==> src/rtl/mips_mem_pkg.sv <==
// mips_mem_pkg: opcodes, state encoding and fault codes for the memory-access stage
package mips_mem_pkg;
  localparam logic [5:0] LBU = 6'b100100;
  localparam logic [5:0] LHU = 6'b100101;
  localparam logic [5:0] LW  = 6'b100011;
  localparam logic [5:0] LL  = 6'b110000;
  localparam logic [5:0] SB  = 6'b101000;
  localparam logic [5:0] SH  = 6'b101001;
  localparam logic [5:0] SW  = 6'b101011;
  localparam logic [5:0] SC  = 6'b111000;
  localparam logic [1:0] F_NONE = 2'b00;
  localparam logic [1:0] F_MIS  = 2'b01;
  localparam logic [1:0] F_TMO  = 2'b10;
  typedef enum logic [1:0] {IDLE, REQ, DONE} state_t;
  function automatic logic is_load(input logic [5:0] op);
    return op inside {LBU, LHU, LW, LL};
  endfunction
  function automatic logic is_store(input logic [5:0] op);
    return op inside {SB, SH, SW, SC};
  endfunction
endpackage

==> src/rtl/mem_access_stage_if.sv <==
// mem_access_stage_if: req/ack data-memory bus between the stage and memory
interface mem_access_stage_if;
  logic        mem_req;
  logic        mem_we;
  logic [31:0] mem_addr;
  logic [31:0] mem_wdata;
  logic [3:0]  mem_be;
  logic [31:0] mem_rdata;
  logic        mem_ack;
  modport master(output mem_req, mem_we, mem_addr, mem_wdata, mem_be, input mem_rdata, mem_ack);
  modport slave(input mem_req, mem_we, mem_addr, mem_wdata, mem_be, output mem_rdata, mem_ack);
endinterface

==> src/rtl/mem_lane_align.sv <==
// mem_lane_align: byte-lane enables, store replication, load extraction and alignment check
module mem_lane_align
  import mips_mem_pkg::*;
(
  input  logic [5:0]  op,
  input  logic [1:0]  a,
  input  logic [31:0] sdata,
  input  logic [31:0] rdata,
  output logic [3:0]  be,
  output logic [31:0] wdata,
  output logic [31:0] ldata,
  output logic        misaligned
);
  logic byte_op, half_op, word_op;
  always_comb begin
    byte_op = op inside {LBU, SB};
    half_op = op inside {LHU, SH};
    word_op = op inside {LW, LL, SW, SC};
    be = byte_op ? 4'b0001 << a : half_op ? (a[1] ? 4'b1100 : 4'b0011) : word_op ? 4'b1111 : 4'b0000;
    wdata = byte_op ? {4{sdata[7:0]}} : half_op ? {2{sdata[15:0]}} : sdata;
    ldata = byte_op ? {24'b0, rdata[{a, 3'b000} +: 8]} : half_op ? {16'b0, a[1] ? rdata[31:16] : rdata[15:0]} : rdata;
    misaligned = (half_op && a[0]) || (word_op && a != 2'b00);
  end
endmodule

==> src/rtl/mem_access_stage.sv <==
// mem_access_stage: load/store memory stage with req/ack handshake, faults and ll/sc link
module mem_access_stage
  import mips_mem_pkg::*;
#(
  parameter int ACK_TIMEOUT = 255,
  parameter int CNT_W       = 8
) (
  input  logic                clk,
  input  logic                reset,
  input  logic                start,
  input  logic [5:0]          opcode,
  input  logic [31:0]         addr,
  input  logic [31:0]         store_data,
  output logic                busy,
  output logic                done,
  output logic                reg_write,
  output logic [31:0]         load_data,
  output logic [1:0]          fault,
  mem_access_stage_if.master  mem
);
  localparam logic [CNT_W-1:0] TMO_LAST = CNT_W'(ACK_TIMEOUT == 0 ? 0 : ACK_TIMEOUT - 1);
  state_t state, state_nx;
  logic [5:0] op_q, al_op;
  logic [31:0] addr_q, sdata_q, al_sd, al_wd, al_ld;
  logic [1:0] al_a, fault_q;
  logic [3:0] al_be;
  logic [CNT_W-1:0] cnt;
  logic [29:0] link_addr;
  logic link_valid, rw_q, misal, sc_miss, supported, timeout, idle;
  mem_lane_align u_align (
    .op(al_op), .a(al_a), .sdata(al_sd), .rdata(mem.mem_rdata),
    .be(al_be), .wdata(al_wd), .ldata(al_ld), .misaligned(misal)
  );
  always_comb begin
    idle = state == IDLE;
    al_op = idle ? opcode : op_q;
    al_a = idle ? addr[1:0] : addr_q[1:0];
    al_sd = idle ? store_data : sdata_q;
    sc_miss = opcode == SC && !(link_valid && link_addr == addr[31:2]);
    supported = is_load(opcode) || is_store(opcode);
    timeout = ACK_TIMEOUT != 0 && cnt >= TMO_LAST;
    state_nx = idle ? (start ? (misal || sc_miss || !supported ? DONE : REQ) : IDLE)
             : state == REQ ? (mem.mem_ack || timeout ? DONE : REQ) : IDLE;
    busy = !idle;
    done = state == DONE;
    reg_write = done && rw_q;
    fault = done ? fault_q : F_NONE;
    mem.mem_req = state == REQ;
    mem.mem_we = mem.mem_req && is_store(op_q);
    mem.mem_addr = mem.mem_req ? {addr_q[31:2], 2'b00} : '0;
    mem.mem_wdata = mem.mem_req ? al_wd : '0;
    mem.mem_be = mem.mem_req ? al_be : '0;
  end
  always_ff @(posedge clk) begin
    if (reset) begin
      state <= IDLE;
      op_q <= '0;
      addr_q <= '0;
      sdata_q <= '0;
      cnt <= '0;
      link_valid <= 1'b0;
      link_addr <= '0;
      rw_q <= 1'b0;
      fault_q <= F_NONE;
      load_data <= '0;
    end else begin
      state <= state_nx;
      if (idle) begin
        cnt <= '0;
        if (start) begin
          op_q <= opcode;
          addr_q <= addr;
          sdata_q <= store_data;
          fault_q <= misal ? F_MIS : F_NONE;
          rw_q <= !misal && sc_miss;
          if (!misal && sc_miss) load_data <= '0;
        end
      end else if (state == REQ) begin
        cnt <= cnt + CNT_W'(cnt != '1);
        if (mem.mem_ack) begin
          fault_q <= F_NONE;
          rw_q <= is_load(op_q) || op_q == SC;
          if (is_load(op_q)) load_data <= al_ld;
          else if (op_q == SC) load_data <= 32'd1;
          if (op_q == LL) begin
            link_valid <= 1'b1;
            link_addr <= addr_q[31:2];
          end else if (op_q == SC || (is_store(op_q) && link_addr == addr_q[31:2])) link_valid <= 1'b0;
        end else if (timeout) begin
          fault_q <= F_TMO;
          rw_q <= 1'b0;
        end
      end
    end
  end
endmodule

==> src/flat_wrapper.sv <==
// flat-port wrapper written by rule: the top's interface ports become plain ports
module mem_access_stage_flat import mips_mem_pkg::*;
#(
  parameter int ACK_TIMEOUT = 255,
  parameter int CNT_W       = 8
)
  (clk, reset, start, opcode, addr, store_data, busy, done, reg_write, load_data, fault, mem_mem_req, mem_mem_we, mem_mem_addr, mem_mem_wdata, mem_mem_be, mem_mem_rdata, mem_mem_ack);
  mem_access_stage_if mem_i ();
  input  logic clk;
  input  logic reset;
  input  logic start;
  input  logic [5:0] opcode;
  input  logic [31:0] addr;
  input  logic [31:0] store_data;
  output logic busy;
  output logic done;
  output logic reg_write;
  output logic [31:0] load_data;
  output logic [1:0] fault;
  output wire logic [$bits(mem_i.mem_req)-1:0] mem_mem_req;
  output wire logic [$bits(mem_i.mem_we)-1:0] mem_mem_we;
  output wire logic [$bits(mem_i.mem_addr)-1:0] mem_mem_addr;
  output wire logic [$bits(mem_i.mem_wdata)-1:0] mem_mem_wdata;
  output wire logic [$bits(mem_i.mem_be)-1:0] mem_mem_be;
  input wire logic [$bits(mem_i.mem_rdata)-1:0] mem_mem_rdata;
  input wire logic [$bits(mem_i.mem_ack)-1:0] mem_mem_ack;
  assign mem_mem_req = mem_i.mem_req;
  assign mem_mem_we = mem_i.mem_we;
  assign mem_mem_addr = mem_i.mem_addr;
  assign mem_mem_wdata = mem_i.mem_wdata;
  assign mem_mem_be = mem_i.mem_be;
  assign mem_i.mem_rdata = mem_mem_rdata;
  assign mem_i.mem_ack = mem_mem_ack;
  mem_access_stage #(.ACK_TIMEOUT(ACK_TIMEOUT), .CNT_W(CNT_W)) u_core (.clk(clk), .reset(reset), .start(start), .opcode(opcode), .addr(addr), .store_data(store_data), .busy(busy), .done(done), .reg_write(reg_write), .load_data(load_data), .fault(fault), .mem(mem_i));
endmodule
==> config.mk <==
export PLATFORM = sky130hd
export DESIGN_NAME = mem_access_stage_flat
export DESIGN_NICKNAME = d
export VERILOG_FILES = /design/src/rtl/mips_mem_pkg.sv /design/src/rtl/mem_access_stage_if.sv /design/src/rtl/mem_lane_align.sv /design/src/rtl/mem_access_stage.sv /design/src/flat_wrapper.sv
export SDC_FILE = /design/constraint.sdc
export NUM_CORES = 1
export LEC_CHECK = 0
export ABC_CLOCK_PERIOD_IN_PS = 2700
export CORE_AREA = 2 2 91 181
export CTS_CLUSTER_DIAMETER = 80
export DETAILED_ROUTE_END_ITERATION = 10
export DIE_AREA = 0 0 93 183
export GPL_TIMING_DRIVEN = 0
export PLACE_DENSITY = 0.8
export SYNTH_ARGS = -nofsm -noshare
export SYNTH_HDL_FRONTEND = slang
export SYNTH_SLANG_ARGS = --single-unit
==> constraint.sdc <==
create_clock -name clk -period 2.7 [get_ports clk]
set_input_delay 0.405 -clock clk [delete_from_list [all_inputs] [get_ports clk]]
set_output_delay 0.405 -clock clk [all_outputs]
set_load 0.01 [all_outputs]
# Word level (Yosys, flattened, before mapping)
# Cells that the tools add are included.
# op_classes
addsub	1
eq_ne	31
mul	0
n_bitwise	1
order_cmp	1
n_mux	41
shifts	2
n_div	0
reduce_logical	39
# op_table
op	n
32-bit two-way mux	14
6-bit == test (second input constant)	24
30-bit == test	2
32-bit by 6-bit indexed part select with 8-bit output	1
2-bit two-way mux	12
4-bit two-way mux	5
4-bit nonzero test	5
16-bit two-way mux	1
2-bit nonzero test	6
8-bit by 1-bit adder with 8-bit output	1
8-bit >= comparator (second input constant)	1
1-bit logical AND	8
1-bit two-way mux	8
8-bit inequality test (second input constant)	1
4-bit AND reduction	2
1-bit logical OR	7
6-bit two-way mux	1
3-bit nonzero test	2
5-bit AND reduction	1
1-bit zero test	4
2-bit inequality test (second input constant)	2
1-bit by 2-bit << shifter with 4-bit output (first input constant)	1
3-bit AND reduction	1
2-bit by 1-bit == test with 1-bit output (second input constant)	1
5 further kinds	5
# totals
wordCells	126
mem_count	0
latch_bits	0
romBits	0
in_bits	106
reg_bits	146
out_inout_bits	107
ramBits	0

# Logic depth before layout (Yosys ltp)
# Gate-level depths: netlist (run 1).
# logic_depth
word_depth	11
ltp_mapped	10
mapped_depth_nobuf	10

# Modules after synthesis
# Synthesis (run 1) repeated with hierarchy kept, for this count alone.
# hier_totals
hier_cells	1089
hier_area_um2	8465.6
# by_module_without_submodules
mod	seq_area_each_um2	area_per_inst_um2	cells_per_inst	instances
mem_access_stage	2922.8	7159.4	900	1
mem_lane_align	0.0	1306.3	189	1

# Least setup slack after synthesis (run 1)
# Ideal clock, no wire load.
# synth_path
path_type	reg2out
from	reg u_core.state[1]
to	out mem_mem_wdata[31]
path_stages_with_launch	9
t_required_ns	2.295
slack_ns	0.230
arrival_time_ns	2.065
n_path_buf	2
cell_sequence	dfxtp_1 > nor2_4 > inv_2 > mux2_4 > nand2_1 > clkbuf_1 > clkbuf_1 > nor2_1 > a311oi_1
# synth_via
elab_chain_len	7
word_cells_on_any_way	13
classes_between	eq/ne (5); mux (5); reduce/logical (3)
# synth_rtl
element	line_no	text
start, declared	mem_access_stage.sv:22	state_t state, state_nx;
start signal, assigned	mem_access_stage.sv:67	state <= state_nx;
2-bit zero test	mem_access_stage.sv:35	idle = state == IDLE;
6-bit two-way mux	mem_access_stage.sv:36	al_op = idle ? opcode : op_q;
6-bit == test	mem_lane_align.sv:17	half_op = op inside {LHU, SH};
2-bit nonzero test	mem_lane_align.sv:17	
32-bit two-way mux (2 in a row)	mem_lane_align.sv:20	wdata = byte_op ? {4{sdata[7:0]}} : half_op ? {2{sdata[15:0]}} : sdata;
32-bit two-way mux (*)	mem_access_stage.sv:51	mem.mem_wdata = mem.mem_req ? al_wd : '0;
end, declared	flat_wrapper.sv:23	output wire logic [$bits(mem_i.mem_wdata)-1:0] mem_mem_wdata;
# Mark *: on every way between the ends. The rest lies on a longest branch, timed or not.

# Worst setup path after layout (run 1)
# layout_path
from	reg u_core.op_q[2]
to	out mem_mem_wdata[15]
# layout_via
elab_chain_len	5
word_cells_on_any_way	6
classes_between	eq/ne (2); mux (3); reduce/logical (1)
# layout_rtl
element	line_no	text
start, declared	mem_access_stage.sv:23	logic [5:0] op_q, al_op;
start signal, assigned	mem_access_stage.sv:71	op_q <= opcode;
6-bit two-way mux (*)	mem_access_stage.sv:36	
6-bit == test	mem_lane_align.sv:16	byte_op = op inside {LBU, SB};
2-bit nonzero test (*)	mem_lane_align.sv:16	
32-bit two-way mux (*)	mem_lane_align.sv:20	
32-bit two-way mux (*)	mem_access_stage.sv:51	
# Marks and branches as above.

==> impl_metrics.toml, run 1 <==
[timing]
worst_pin_slew_ns = 0.715
fmax_mhz = 364
fin_skew_ns = 0.0107
hold_viol = 0
min_period_ns = 2.75
rsz0062_at_grt = "true"
period_share_pct = 102
holdWs_ns = 0.423
finalMaxSlewViolations = 0
finalSetupTns_ns = -0.238
relSlewSlack_pct = 52.3
timing.final.ws_setup_ns = -0.0496
setup_viol = 11

[global_routing]
grt_overflow_total = 0
grt_pass1_vias = 7391
grt_usage_pct = 29.7
grt_pass1_wl_mm = 39.6
antenna_found_initial = 0
grt_max_degree = 19

[pwr]
p_switching_mw = 1.52
seqPwrFrac_pct = 41.2
irDropWorstVdd_mv = 0.417
p_int_mw = 4.08
clkPwrFrac_pct = 43.7
power.density_nw_per_um2 = 516
p_sw_share_pct = 27.1
power.leakage_nw = 4.15
comb_power_share_pct = 15.1

[worst_hold_path]
holdPathStages = 3
hp-start = "opcode[0]"
hold_class = "in -> reg"
min_to = "u_core.op_q[0]"

[setup_path]
r2r-end = "u_core.load_data[3]"
crit_required_ns = 2.30
cp_max_fo = 10
critical_path_class = "reg -> out"
end_kind = "primary output"
r2r_cells = 12
worstPathArrival_ns = 2.34
start_kind = "register"
r2r-start = "u_core.state[1]"
reg2reg_slack_ns = 0.05

[run_status]
violations = "negative setup slack"
outcome = "finished, violations left"

[synthesis]
ys.flop_type = "dfxtp_1"
synth_edf_count = 0
yosys.area.top_type_share_pct = 39.5
ys_top_cells_by_area = "dfxtp_1 (39%), nand2_1 (13%), a21oi_1 (8.7%), xnor2_1 (5.0%), and2_1 (4.1%)"
synthMostInstantiatedCell = "nand2_1"
synthArstFlopShare_pct = 0
syn_area_per_cell_sq_um = 7.75
yosysSeqAreaShare_pct = 39.5
synth_area_sq_um = 7400
synth_top_area_cell = "dfxtp_1"
yosys_warnings = 0
netlist_instances = 955
ys_seq_elements = 146
yosysUniqueCellTypes = 58
synth_common_cells = "nand2_1 (264), dfxtp_1 (146), a21oi_1 (129)"

[clock_network]
hold_buffers = 0
cts.clk_slew.worst_paths_ns = 0.06
h-tree-depth = 4
worstSkewPairLatency_ns = 0.43
cts_tree = "yes"
cts_root_buf = "clkbuf_16"
cts.sinks = 146
numCtsBuffers = 17
clk_path_buf_depth = 2

[route]
firstDrtPassIters = 5
vias = 8290
drt-wirelength-per-cell_um = 19.2
final_antenna_net_count = 0
drt-total-wl_mm = 27.4
drt_iter0_drc = 694
routed_via_density = 5.81
drc_errors = 0

[die]
die_h_um = 183
num_io_pins = 213
coreArea_sq_um = 15600
die_w_um = 93
rows = 65
start_util_pct = 47.4
die_area_sq_um = 17000

[job]
maxCapViolCount = 0

[final_layout]
syn_to_final_growth_pct = 46.5
fin_nets = 1322
layout-drive-gt1-share_pct = 13.9
diodes = 0

[placed_design]
portBuffers = 209
place_ws_ns = -1.42
dpl.hpwl_mm = 19.0
globalplace.congestion = 0.938
[critical path, cell delays in order (launching register included)]
cell	delay (ns)
dfxtp_4	0.38
xnor2_2	0.19
o32ai_4	0.35
nand2_4	0.11
buf_6	0.13
or2_4	0.29
clkbuf_16	0.17
a21oi_2	0.15
buf_2	0.15
[power groups by stage]
stage | clock network, mW | registers, mW | logic (mW)
after floorplan | 0 | 2.32 | 0.387
after global placement | 0 | 2.33 | 0.709
after detailed placement | 0 | 2.34 | 0.721
after CTS | 2.45 | 2.30 | 0.768
after global routing | 2.55 | 2.31 | 0.894
final | 2.44 | 2.30 | 0.845
[flip-flops by register name, indices dropped and copies added (netlist names)]
signal / cells
u_core.rw_q: 1
u_core.state: 2
u_core.cnt: 8
u_core.load_data: 32
u_core.link_valid: 1
u_core.op_q: 6
u_core.sdata_q: 32
u_core.addr_q: 32
u_core.link_addr: 30
u_core.fault_q: 2
[worst max path at each step]
| stage | slack, ns | cells past startpoint | startpoint | endpoint |
|---|---|---|---|---|
| after global routing | -0.08 | 9 | u_core.op_q[2] | mem_mem_wdata[9] |
| after detailed placement | -1.42 | 10 | opcode[4] | mem_mem_wdata[9] |
| final | -0.05 | 8 | u_core.op_q[2] | mem_mem_wdata[15] |
| after CTS | -0.03 | 9 | u_core.state[0] | mem_mem_wdata[18] |
| after floorplan | 0.23 | 8 | u_core.state[1] | mem_mem_wdata[31] |
| after global placement | -1.44 | 10 | opcode[4] | mem_mem_wdata[8] |
[layer usage]
metal | wire length, um | share of wire, % | track usage (%) | up-vias
met5 | 0 | 0 | 0 | -
met2 | 13200 | 48 | 48.8 | 550
met4 | 1350 | 4.9 | 14.4 | 0
met3 | 2520 | 9.2 | 4.72 | 109
met1 | 10400 | 38 | 37.5 | 3850
li1 | - | - | - | 3781
[cells by family (layout without fill, tap and decap cells)]
kind of cell               Yosys count  count (layout)  share of synthesized area, %
xor gates and xnor gates            67              67                          7.93
muxes                               30              30                          4.14
adders and majority gates            2               2                         0.338
buffers and inverters               72             343                          4.21
DFF                                146             146                          39.5
and+or+nand+nor                    417             417                          25.1
AOI/OAI and AO/OA                  220             220                          18.7
other                                1               2                        0.0507
[layout make-up]
cell class | count | area, sq um
buffer | 61 | 392
clock buffer | 18 | 429
clock inverter | 14 | 179
fill | 1215 | 4770
inverter | 4 | 21.3
multi-input combinational | 738 | 4360
sequential | 146 | 2940
tap | 201 | 251
timing repair buffer | 245 | 2270
timing repair inverter | 1 | 5.00
[stage by stage]
stage	std cells	utilization, %	cell area [sq um]	power [mW]
after global routing	1428	69.4	10800	5.76
after global placement	1366	62.4	9750	3.04
after CTS	1405	67.9	10600	5.52
after detailed placement	1366	62.4	9750	3.06
final	1428	69.4	10800	5.59
after floorplan	956	-	7400	2.70
[repair_timing]
item | CTS | global route
cloned | 1 | 4
setup buffers | 13 | 19
setup endpoints to repair | 85 | 77
pin swaps | 6 | 17
gates resized for setup | 143 | 59
[cells in the final DEF, fill, tap and decap left out, types with 5 or more instances in the layout]
| cell type | instances |
|---|---|
| clkbuf_2 | 16 |
| nand2_1 | 252 |
| a21oi_2 | 7 |
| clkbuf_16 | 21 |
| a311o_1 | 7 |
| a311oi_2 | 7 |
| a211oi_1 | 7 |
| buf_4 | 33 |
| a21oi_1 | 122 |
| clkbuf_1 | 34 |
| nand3_1 | 8 |
| mux2i_1 | 26 |
| o2bb2ai_1 | 8 |
| clkdlybuf4s50_1 | 176 |
| nor4_1 | 8 |
| dlygate4sd2_1 | 5 |
| nor2_1 | 42 |
| o21ai_0 | 15 |
| nand4_1 | 14 |
| buf_2 | 22 |
| and2_1 | 49 |
| xor2_1 | 25 |
| xnor2_1 | 41 |
| dfxtp_1 | 142 |
| nand2_2 | 10 |
| a22o_1 | 24 |
| buf_6 | 7 |
Power figures use the tool's default switching activity.
==> run 2, diff against run 1 <==
--- a/config.mk
+++ b/config.mk
@@ -6,12 +6,13 @@
 export NUM_CORES = 1
 export LEC_CHECK = 0
 export ABC_CLOCK_PERIOD_IN_PS = 2700
-export CORE_AREA = 2 2 91 181
+export CORE_AREA = 2 2 90 178
+export CTS_BUF_LIST = sky130_fd_sc_hd__clkbuf_8
 export CTS_CLUSTER_DIAMETER = 80
 export DETAILED_ROUTE_END_ITERATION = 10
-export DIE_AREA = 0 0 93 183
+export DIE_AREA = 0 0 92 180
 export GPL_TIMING_DRIVEN = 0
-export PLACE_DENSITY = 0.8
+export PLACE_DENSITY = 0.81
 export SYNTH_ARGS = -nofsm -noshare
 export SYNTH_HDL_FRONTEND = slang
 export SYNTH_SLANG_ARGS = --single-unit
==> impl_metrics.toml, run 2 (same netlist as run 1, synthesis figures left out) <==
[run_status]
outcome = "finished, violations left"
violations = "negative setup slack"

[global_routing]
grt_usage_pct = 32.2
antenna_found_initial = 0
grt_pass1_vias = 8003
grt_pass1_wl_mm = 41.6
grt_max_degree = 19
grt_overflow_total = 0

[clock_network]
h-tree-depth = 4
clk_path_buf_depth = 2
numCtsBuffers = 17
worstSkewPairLatency_ns = 0.47
cts_tree = "yes"
cts.sinks = 146
cts.clk_slew.worst_paths_ns = 0.09
cts_root_buf = "clkbuf_8"

[worst_hold_path]
hp-start = "opcode[2]"
holdPathStages = 3
hold_class = "in -> reg"
min_to = "u_core.op_q[2]"

[setup_path]
reg2reg_slack_ns = 0.01
cp_max_fo = 6
r2r_cells = 12
crit_required_ns = 2.30
r2r-end = "u_core.load_data[0]"
critical_path_class = "reg -> out"
start_kind = "register"
slowest_delay_ns = 0.37
cpMaxStageDelayCell = "dfxtp_4"
r2r-start = "u_core.state[1]"
end_kind = "primary output"
crit_chain = "or3_4, o32ai_4, nand2_4, clkbuf_16, buf_4, a311oi_2, a21oi_1, nor2_1, buf_2"
worstPathArrival_ns = 2.42

[die]
die_area_sq_um = 16600
coreArea_sq_um = 15200
rows = 64
die_h_um = 180
die_w_um = 92
num_io_pins = 213
start_util_pct = 48.6

[timing]
relSlewSlack_pct = 54.1
finalMaxSlewViolations = 0
fmax_mhz = 354
hold_viol = 0
period_share_pct = 105
timing.final.ws_setup_ns = -0.126
fin_skew_ns = 0.0156
min_period_ns = 2.83
setup_viol = 18
rsz0062_at_grt = "true"
worst_pin_slew_ns = 0.682

[placed_design]
globalplace.congestion = 0.961
portBuffers = 209
dpl-instance-area_sq_um = 9740
place_inst = 1363
dpl.hpwl_mm = 20.2

[route]
vias = 8224
drt-wirelength-per-cell_um = 19.6
drc_errors = 0
final_antenna_net_count = 0
routed_via_density = 5.74
drt-total-wl_mm = 28.1
drt_iter0_drc = 592
firstDrtPassIters = 5

[pwr]
power.density_nw_per_um2 = 460
power.leakage_nw = 4.21
irDropWorstVdd_mv = 0.376

[final_layout]
layout-drive-gt1-share_pct = 15.0
fin_area_sq_um = 10800
syn_to_final_growth_pct = 45.6
diodes = 0
final_cell_mix = "nand2_1 (256), clkdlybuf4s50_1 (178), dfxtp_1 (141)"
final_common_cell = "nand2_1"
fin_nets = 1329
fillers = 1219
reg_top3 = "u_core.addr_q (32), u_core.load_data (32), u_core.sdata_q (32)"
layout.cells.non_filler = 1432

[job]
maxCapViolCount = 0
==> run 2: worst max path at each step <==
stage	startpoint	to	slack, ns	cells after the start
2_1_floorplan	u_core.state[1]	mem_mem_wdata[31]	0.23	8
3_3_place_gp	opcode[4]	mem_mem_wdata[10]	-1.29	10
3_5_place_dp	opcode[4]	mem_mem_wdata[10]	-1.31	10
4_1_cts	u_core.state[0]	mem_mem_wdata[29]	-0.15	9
5_1_grt	u_core.state[0]	mem_mem_wdata[29]	-0.18	10
6_report	u_core.state[1]	mem_mem_wdata[27]	-0.13	9
==> run 2: critical path: cells and delay by family (launching register included) <==
family          cells  cell delay, ns
simple gates        3            0.66
buf+inv             3            0.47
compound gates      3            0.45
flops               1            0.37
==> run 2: layout make-up <==
class / instances / area (sq um) / area share (%)
sequential: 146 / 2940 / 27.2
buffer: 62 / 415 / 3.85
multi-input combinational: 738 / 4420 / 41.0
clock buffer: 17 / 234 / 2.17
timing repair buffer: 252 / 2340 / 21.7
inverter: 4 / 20.0 / 0.186
tap: 198 / 248 / 2.30
clock inverter: 15 / 166 / 1.54
==> run 2: per-stage QoR <==
stage	setup WS [ns]	TNS (ns)	utilization (%)	power, mW	hold WS, ns
final	-0.126	-0.881	70.8	4.96	0.342
after global routing	-0.182	-2.51	70.8	5.11	0.358
after CTS	-0.145	-0.664	69.5	4.90	0.373
after detailed placement	-1.31	-35.90	64.0	3.07	0.446
after global placement	-1.29	-34.58	64.0	3.06	0.442
after floorplan	0.230	0	-	2.70	0.436
==> run 2: per-layer routing <==
metal	wire length (um)	vias up	global-route usage, %
li1	-	3794	-
met5	0	-	0
met3	1900	141	5.20
met4	2170	0	22.4
met1	9190	3824	31.2
met2	14800	465	60.1
==> run 2: repair_timing <==
item,CTS,global route
pin swaps,14,22
gates cloned,3,1
gates resized for setup,196,56
buffers inserted,24,17
endpoints found under the setup margin,92,91
hold buffers,0,0
==> run 2: report_power, final <==
group,internal [mW],total (mW),leakage [nW],switching [mW]
sequential,2.22,2.30,1.19,0.0824
combinational,0.417,0.890,2.81,0.474
clock,0.778,1.77,0.207,0.992
total,3.42,4.96,4.21,1.55
